**src/rtl/sseg_num_writer.sv**
```systemverilog
// sseg_num_writer: converts a signed two's-complement value to BCD and writes it
// digit by digit (least significant first) into a seven-segment display array.
// Ports:
//   clk, reset (async, active-low)
//   start, value        - conversion request and signed number to show
//   dp_en, dp_pos       - decimal point enable and digit position
//   lz_blank, blink_in  - leading-zero blanking, blink-all request
//   busy, done, ovf     - conversion active, completion pulse, overflow flag
//   wr, sel, val        - write strobe, digit index, BCD digit
//   sseg_en, sign, dp, blink - per-digit attributes, valid while wr=1
module sseg_num_writer #(
    parameter int unsigned SSEG_BITS = 2,
    parameter int unsigned SSEG_N    = 3,
    parameter int unsigned VAL_BITS  = 10
) (
    input  logic                 clk,
    input  logic                 reset,
    input  logic                 start,
    input  logic [VAL_BITS-1:0]  value,
    input  logic                 dp_en,
    input  logic [SSEG_BITS-1:0] dp_pos,
    input  logic                 lz_blank,
    input  logic                 blink_in,
    output logic                 busy,
    output logic                 done,
    output logic                 ovf,
    output logic                 wr,
    output logic [SSEG_BITS-1:0] sel,
    output logic [3:0]           val,
    output logic                 sseg_en,
    output logic                 sign,
    output logic                 dp,
    output logic                 blink
);

    localparam int unsigned BCD_W   = 4 * SSEG_N;
    localparam int unsigned CNT_W   = $clog2(VAL_BITS + 1);
    localparam int unsigned POS_MAX = 10**SSEG_N - 1;
    localparam int unsigned NEG_MAX = 10**(SSEG_N - 1) - 1;
    localparam int          TOP_POS = int'(SSEG_N) - 1;
    localparam int          TOP_NEG = int'(SSEG_N) - 2;

    typedef enum logic [2:0] {S_IDLE, S_ABS, S_CONV, S_WRITE, S_DONE} state_t;

    state_t state, state_nxt;

    logic [VAL_BITS-1:0]  val_l;
    logic                 dp_en_l, lz_l, blink_l, neg_l;
    logic [SSEG_BITS-1:0] dp_pos_l;
    logic [VAL_BITS-1:0]  mag_sh;
    logic [BCD_W-1:0]     bcd;
    logic [CNT_W-1:0]     cnt;

    logic [VAL_BITS-1:0]  mag_c;
    logic [BCD_W-1:0]     bcd_adj, bcd_step, bcd_src;
    logic [SSEG_BITS-1:0] idx_nxt;
    logic [3:0]           d_val, d_digit;
    logic                 d_en, d_sign, d_dp, d_blink;
    logic                 zero_run, upper_zero;
    int                   top;

    // State register
    always_ff @(posedge clk or negedge reset) begin
        if (!reset) state <= S_IDLE;
        else        state <= state_nxt;
    end

    // Next-state logic
    always_comb begin
        state_nxt = state;
        case (state)
            S_IDLE:  if (start) state_nxt = S_ABS;
            S_ABS:   state_nxt = S_CONV;
            S_CONV:  if (cnt == CNT_W'(VAL_BITS - 1)) state_nxt = S_WRITE;
            S_WRITE: if (sel == SSEG_BITS'(SSEG_N - 1)) state_nxt = S_DONE;
            S_DONE:  state_nxt = S_IDLE;
            default: state_nxt = S_IDLE;
        endcase
    end

    // Magnitude of the latched value; the most-negative value maps to 2**(VAL_BITS-1)
    always_comb begin
        mag_c = val_l[VAL_BITS-1] ? (~val_l + VAL_BITS'(1)) : val_l;
    end

    // One shift-add-3 step: correct digits >= 5, then shift in the next magnitude bit
    always_comb begin
        bcd_adj = bcd;
        for (int i = 0; i < int'(SSEG_N); i++) begin
            if (bcd[4*i +: 4] >= 4'd5) bcd_adj[4*i +: 4] = bcd[4*i +: 4] + 4'd3;
        end
        bcd_step = (bcd_adj << 1) | BCD_W'(mag_sh[VAL_BITS-1]);
    end

    // Attributes of the digit written on the next cycle. The final conversion step
    // and the first write share an edge, so digit 0 is taken from bcd_step.
    always_comb begin
        idx_nxt    = (state == S_WRITE) ? sel + SSEG_BITS'(1) : '0;
        bcd_src    = (state == S_CONV) ? bcd_step : bcd;
        top        = neg_l ? TOP_NEG : TOP_POS;
        zero_run   = 1'b1;
        upper_zero = 1'b0;
        d_digit    = 4'd0;
        for (int i = int'(SSEG_N) - 1; i >= 0; i--) begin
            if (i <= top && bcd_src[4*i +: 4] != 4'd0) zero_run = 1'b0;
            if (i == int'(idx_nxt)) begin
                upper_zero = zero_run;
                d_digit    = bcd_src[4*i +: 4];
            end
        end

        d_dp    = dp_en_l && (idx_nxt == dp_pos_l);
        d_val   = d_digit;
        d_sign  = 1'b0;
        d_en    = 1'b1;
        d_blink = blink_l;
        if (neg_l && int'(idx_nxt) == TOP_POS) begin
            d_val  = 4'd0;
            d_sign = 1'b1;
        end else if (ovf) begin
            d_val   = 4'd9;
            d_blink = 1'b1;
        end else if (lz_l && idx_nxt != '0 && upper_zero &&
                     !(dp_en_l && idx_nxt <= dp_pos_l)) begin
            d_en = 1'b0;
        end
    end

    // Operand latch, magnitude and BCD conversion datapath
    always_ff @(posedge clk or negedge reset) begin
        if (!reset) begin
            val_l    <= '0;
            dp_en_l  <= 1'b0;
            dp_pos_l <= '0;
            lz_l     <= 1'b0;
            blink_l  <= 1'b0;
            neg_l    <= 1'b0;
            mag_sh   <= '0;
            bcd      <= '0;
            cnt      <= '0;
            ovf      <= 1'b0;
        end else begin
            case (state)
                S_IDLE: if (start) begin
                    val_l    <= value;
                    dp_en_l  <= dp_en;
                    dp_pos_l <= dp_pos;
                    lz_l     <= lz_blank;
                    blink_l  <= blink_in;
                    ovf      <= 1'b0;
                end
                S_ABS: begin
                    neg_l  <= val_l[VAL_BITS-1];
                    mag_sh <= mag_c;
                    bcd    <= '0;
                    cnt    <= '0;
                    ovf    <= val_l[VAL_BITS-1] ? (32'(mag_c) > NEG_MAX)
                                                : (32'(mag_c) > POS_MAX);
                end
                S_CONV: begin
                    mag_sh <= mag_sh << 1;
                    bcd    <= bcd_step;
                    cnt    <= cnt + CNT_W'(1);
                end
                default: ;
            endcase
        end
    end

    // Registered status and display-write outputs, driven from the next state
    always_ff @(posedge clk or negedge reset) begin
        if (!reset) begin
            busy    <= 1'b0;
            done    <= 1'b0;
            wr      <= 1'b0;
            sel     <= '0;
            val     <= 4'd0;
            sseg_en <= 1'b0;
            sign    <= 1'b0;
            dp      <= 1'b0;
            blink   <= 1'b0;
        end else begin
            busy <= (state_nxt == S_ABS) || (state_nxt == S_CONV) || (state_nxt == S_WRITE);
            done <= (state_nxt == S_DONE);
            wr   <= (state_nxt == S_WRITE);
            if (state_nxt == S_WRITE) begin
                sel     <= idx_nxt;
                val     <= d_val;
                sseg_en <= d_en;
                sign    <= d_sign;
                dp      <= d_dp;
                blink   <= d_blink;
            end else begin
                sel     <= '0;
                val     <= 4'd0;
                sseg_en <= 1'b0;
                sign    <= 1'b0;
                dp      <= 1'b0;
                blink   <= 1'b0;
            end
        end
    end

endmodule

```
**config.mk**
```make
export PLATFORM = sky130hd
export DESIGN_NAME = sseg_num_writer
export DESIGN_NICKNAME = d
export VERILOG_FILES = /design/src/rtl/sseg_num_writer.sv
export SDC_FILE = /design/constraint.sdc
export NUM_CORES = 1
export LEC_CHECK = 0
export BUFFER_PORTS_ARGS = -buffer_cell sky130_fd_sc_hd__buf_2
export CAP_MARGIN = 15
export CORE_UTILIZATION = 35
export DETAILED_ROUTE_END_ITERATION = 10
export PLACE_DENSITY = 0.55
export SYNTH_ARGS = -nofsm -noshare
export SYNTH_HDL_FRONTEND = slang
export SYNTH_SLANG_ARGS = --single-unit
```
**constraint.sdc**
```tcl
create_clock -name clk -period 2 [get_ports clk]
set_input_delay 0.1 -clock clk [delete_from_list [all_inputs] [get_ports clk]]
set_output_delay 0.1 -clock clk [all_outputs]
set_load 0.02 [all_outputs]
```
Yosys cells after proc, flatten, opt, wreduce, memory -nomap -nowiden
Cells that the tools add are included.
{"block": "totals", "register_bits": 59, "latch_bits": 0, "ramBits": 0, "mem_bits_ro": 0, "in_bits": 18, "n_memories": 0}
{"block": "classes", "addsub": 6, "mul": 0, "div": 0, "magnitude_cmp": 9, "eq_ne": 14, "shifts": 0, "mux": 40, "n_bitwise": 2, "n_reduce_logical": 22}
{"op": "$mux W4", "n": 8}
{"op": "$pmux W12 S2", "n": 1}
{"op": "$pmux W10 S2", "n": 1}
{"op": "$mux W1", "n": 18}
{"op": "$eq A3 B2 Y1 const B", "n": 4}
{"op": "$ge A4 B3 Y1 const B", "n": 3}
{"op": "$mux W12", "n": 1}
{"op": "$mux W3", "n": 4}
{"op": "$or A12 B1 Y12", "n": 1}
{"op": "$pmux W3 S4", "n": 1}
{"op": "$reduce_bool A4 Y1", "n": 3}
{"op": "$add A10 B1 Y10 const B", "n": 1}
{"op": "$gt A10 B10 Y1 const B", "n": 1}
{"op": "$gt A10 B7 Y1 const B", "n": 1}
{"op": "$mux W10", "n": 1}
{"op": "$not A10 Y10", "n": 1}
{"op": "$logic_and A1 B1 Y1", "n": 9}
{"op": "$add A4 B2 Y4 const B", "n": 2}
{"op": "$pmux W4 S2", "n": 1}
{"op": "$eq A3 B1 Y1 const B", "n": 2}
{"op": "$mux W2", "n": 3}
{"op": "$reduce_bool A2 Y1", "n": 3}
{"op": "$add A4 B1 Y4 const B", "n": 1}
{"op": "$eq A2 B2 Y1 const A", "n": 2}
{"op": "16 further kinds", "n": 20}

Longest topological paths before layout
{"block": "depth", "depth_word": 16, "mapped_depth": 10, "depth_no_buf": 9}

Worst setup path after synthesis
OpenSTA, ideal clock, no wires.
{"block": "synth_path", "path_type": "register to register", "start": "reg sel[0]", "end": "reg sseg_en", "arrival_ns": 2.158, "slack_ns": -0.281, "stages_incl_launch_ff": 11, "n_path_buf": 1, "period_less_slack_ns": 2.281, "path_cell_list": "dfrtp_1 > inv_1 > ha_1 > clkbuf_1 > nor2_1 > ha_1 > nor2b_1 > o21ai_0 > and2_1 > a211oi_1 > o2bb2ai_1"}
{"block": "synth_between", "elab_chain_cells": 12}
{"item": "start, declared", "line": "28", "rtl": "output logic [SSEG_BITS-1:0] sel,"}
{"item": "start signal, assigned", "line": "187", "rtl": "sel <= idx_nxt;"}
{"item": "$add A2 B1 Y2", "line": "98", "rtl": "idx_nxt = (state == S_WRITE) ? sel + SSEG_BITS'(1) : '0;"}
{"item": "$mux W2", "line": "98"}
{"item": "$eq A2 B2 Y1", "line": "106, 117"}
{"item": "$mux W1 (3 in series)", "line": "106", "rtl": "if (i == int'(idx_nxt)) begin"}
{"item": "$logic_and A1 B1 Y1 (2 in series)", "line": "123", "rtl": "end else if (lz_l && idx_nxt != '0 && upper_zero &&"}
{"item": "$mux W1", "line": "123"}
{"item": "$mux W1", "line": "120", "rtl": "end else if (ovf) begin"}
{"item": "$mux W1", "line": "117", "rtl": "if (neg_l && int'(idx_nxt) == TOP_POS) begin"}
{"item": "$mux W1 (*)", "line": "186", "rtl": "if (state_nxt == S_WRITE) begin"}
{"item": "end signal, assigned", "line": "189", "rtl": "sseg_en <= d_en;"}
{"item": "end, declared", "line": "30", "rtl": "output logic sseg_en,"}
Every way passes the cells marked *; elsewhere a longest branch is shown, timed or not.
A chain may end at the register's enable or synchronous reset.

Worst setup path in the final report
{"block": "layout_path", "start": "reg sel[1]", "end": "reg sseg_en"}
Same word-level chain as after synthesis.

==> results.json <==
{
  "yosysSeqAreaShare_pct": 47.35,
  "cp-start-kind": "flop",
  "dieArea_sq_mm": 0.009290,
  "place_ws_ns": 0.06230,
  "relSlewSlack_pct": 60.11,
  "core_sq_mm": 0.008678,
  "dr.first_iter.drc_count": 129,
  "skew_ns": 0.005176,
  "clkTransAtPathRegs_ns": 0.07,
  "period_minus_slack_ns": 1.869,
  "numCtsBuffers": 9,
  "endpoint_kind": "flop",
  "wl_met2_um": 3300,
  "final_core_util_pct": 45.34,
  "dp_cells": 467,
  "port_buffers": 31,
  "drive_gt1_share_pct": 25.13,
  "worst_ep_required_time_ns": 2.23,
  "fillers": 838,
  "htree_levels": 3,
  "diodes": 0,
  "die_h_um": 96.39,
  "drc": 0,
  "status": "complete, no violations",
  "num_vias": 2523,
  "hp-class": "input port to async pin",
  "via_per_inst": 5.066,
  "routabilityCongestion": 0.8513,
  "antenna_found_initial": 0,
  "ir_drop_uv": 668.4,
  "powerDensity_mw_per_mm2": 1660,
  "drt_wl_total_um": 7085,
  "mostFrequentLayoutCells": "dfrtp_1, o21ai_0, nand2_1",
  "grt_max_degree": 37,
  "setup_viol": 0,
  "cp.arrival_ns": 2.10,
  "ys_warn_count": 0,
  "wl_per_cell_um": 14.23,
  "met3_length_um": 341,
  "slew_viol_final": 0,
  "rsz0062_at_grt": "false",
  "io_pins": 32,
  "max_freq_mhz": 535.2,
  "synth_fp_nets": 351,
  "layout_setup_ws_ns": 0.1314,
  "overflow": 0,
  "synthFlopType": "dfrtp_1",
  "crit_type": "flop to flop",
  "area_growth_pct": 26.20,
  "maxCapViolations": 0,
  "cts_tree": "built",
  "whs_ns": 0.2943,
  "crit_fanout": 3,
  "syn_inst": 321,
  "dp_hpwl_um": 5115,
  "syn_avg_cell_area_sq_um": 9.713,
  "clock-sinks": 59,
  "clockRootBuffer": "clkbuf_8",
  "netlist_area_sq_mm": 0.003118,
  "synth-edff-count": 0,
  "ys_ff_latch": 59,
  "first_pass_iters": 4,
  "top_layer": "met4",
  "grtUsageTotal_pct": 17.51,
  "layout_commonest_cell": "dfrtp_1",
  "initial_utilization_pct": 35.93,
  "grt_pass1_wl_um": 12100,
  "grt_pass1_vias": 2523,
  "finalNonFillerCells": 498,
  "cts_setup_buffers": 0,
  "tightest_slew_ns": 0.5983,
  "hold_viol": 0,
  "finalCritPeriodShare_pct": 93.43,
  "async_flop_share_pct": 100.0,
  "tns_ns": 0,
  "postRouteAntennaNets": 0,
  "synth.distinct_cells": 48,
  "clk-insertion-delay-late_ns": 0.34,
  "clk_path_buf_depth": 2,
  "rows": 34,
  "fp.dieW_um": 96.39,
  "layout.nets": 416,
  "drt-met1-wl_um": 3332,
  "p_leak_nw": 1.775
}
==> state kept, by name, summed over array words and instances (netlist names) <==
signal,count
bcd,12
blink,1
blink_l,1
busy,1
cnt,4
done,1
dp,1
dp_en_l,1
dp_pos_l,2
lz_l,1
mag_sh,10
neg_l,1
ovf,1
sel,2
sign,1
sseg_en,1
state,3
val,4
val_l,10
wr,1
==> power by group <==
part           internal, mW  switching, mW
Sequential             1.68          0.492
Clock                 0.634          0.493
Combinational          1.45           1.78
Total                  3.77           2.77
==> per-layer routing <==
layer | vias up | GRT usage [%]
met5 | - | 0
li1 | 1275 | -
met3 | 8 | 4.773
met2 | 62 | 28.78
met4 | 0 | 6.127
met1 | 1178 | 22.17
==> stage by stage <==
step / cell area (sq um) / power [mW]
after floorplan: 3147 / 4.378
after global placement: 3540 / 5.290
after detailed placement: 3540 / 5.339
after CTS: 3901 / 6.502
after global routing: 3935 / 7.132
final: 3935 / 6.533
==> Yosys cell counts, types with 3 or more instances <==
cell type | count | area share, %
dfrtp_1 | 59 | 47
o21ai_0 | 36 | 5.8
nand2_1 | 33 | 4.0
nor2_1 | 20 | 2.4
a21oi_1 | 16 | 2.6
inv_1 | 16 | 1.9
ha_1 | 12 | 4.8
mux2_2 | 12 | 4.3
clkbuf_1 | 11 | 1.3
nor3_1 | 9 | 1.4
a22oi_1 | 8 | 1.9
nand3_1 | 8 | 1.3
xor2_1 | 6 | 1.7
a211oi_1 | 5 | 1.2
mux2i_1 | 5 | 1.6
xnor2_1 | 5 | 1.4
and2_1 | 4 | 0.80
nand2b_1 | 4 | 0.80
a31oi_1 | 3 | 0.60
and3_1 | 3 | 0.60
buf_6 | 3 | 1.1
nor2b_1 | 3 | 0.60
nor3b_1 | 3 | 0.72
o22ai_1 | 3 | 0.60
o31ai_1 | 3 | 0.72
==> critical path: stages (launching register included) <==
cell and delay (ns):
dfrtp_1 0.41, ha_4 0.30, nor4b_4 0.18, a21oi_1 0.06
or4b_4 0.51, a211oi_2 0.21, o2bb2ai_1 0.08
==> path summary, 6_finish.rpt <==
kind	slack, ns	from	endpoint	cells after the start
worst max-delay path	0.13	sel[1]	sseg_en	6
min in group clk	0.40	start	val_l[0]	4
worst max register to register	0.13	sel[1]	sseg_en	6
worst min-delay path	0.29	reset	dp	2
max in group asynchronous	1.11	reset	cnt[2]	3
worst min register to register	0.49	cnt[3]	cnt[3]	1
==> area by class of cell <==
class | count | area [sq um] | share of cell area [%]
Clock buffer | 11 | 151.4 | 3.847
Tap cell | 108 | 135.1 | 3.434
Multi-Input combinational cell | 228 | 1540 | 39.14
Timing Repair Buffer | 71 | 511.7 | 13.00
Sequential cell | 59 | 1478 | 37.55
Inverter | 17 | 68.82 | 1.749
Clock inverter | 4 | 50.05 | 1.272
==> what timing repair did <==
| action | CTS | global route |
|---|---|---|
| endpoints found under the setup margin | 0 | 6 |
| hold endpoints to repair | 38 | 0 |
| hold buffers | 16 | 0 |
| gates resized for setup | 0 | 8 |
==> cell families (layout without fill, tap and decap cells) <==
logic type / count (synthesis) / in the layout / synth area share [%]
and+or+nand+nor: 101 / 101 / 16.33
AOI/OAI and AO/OA: 87 / 87 / 17.30
DFF: 59 / 59 / 47.35
buffers and inverters: 34 / 103 / 5.177
muxes: 17 / 17 / 5.939
adders and majority gates: 12 / 12 / 4.815
xor gates and xnor gates: 11 / 11 / 3.090
No activity file was read; power rests on OpenSTA's default activity.
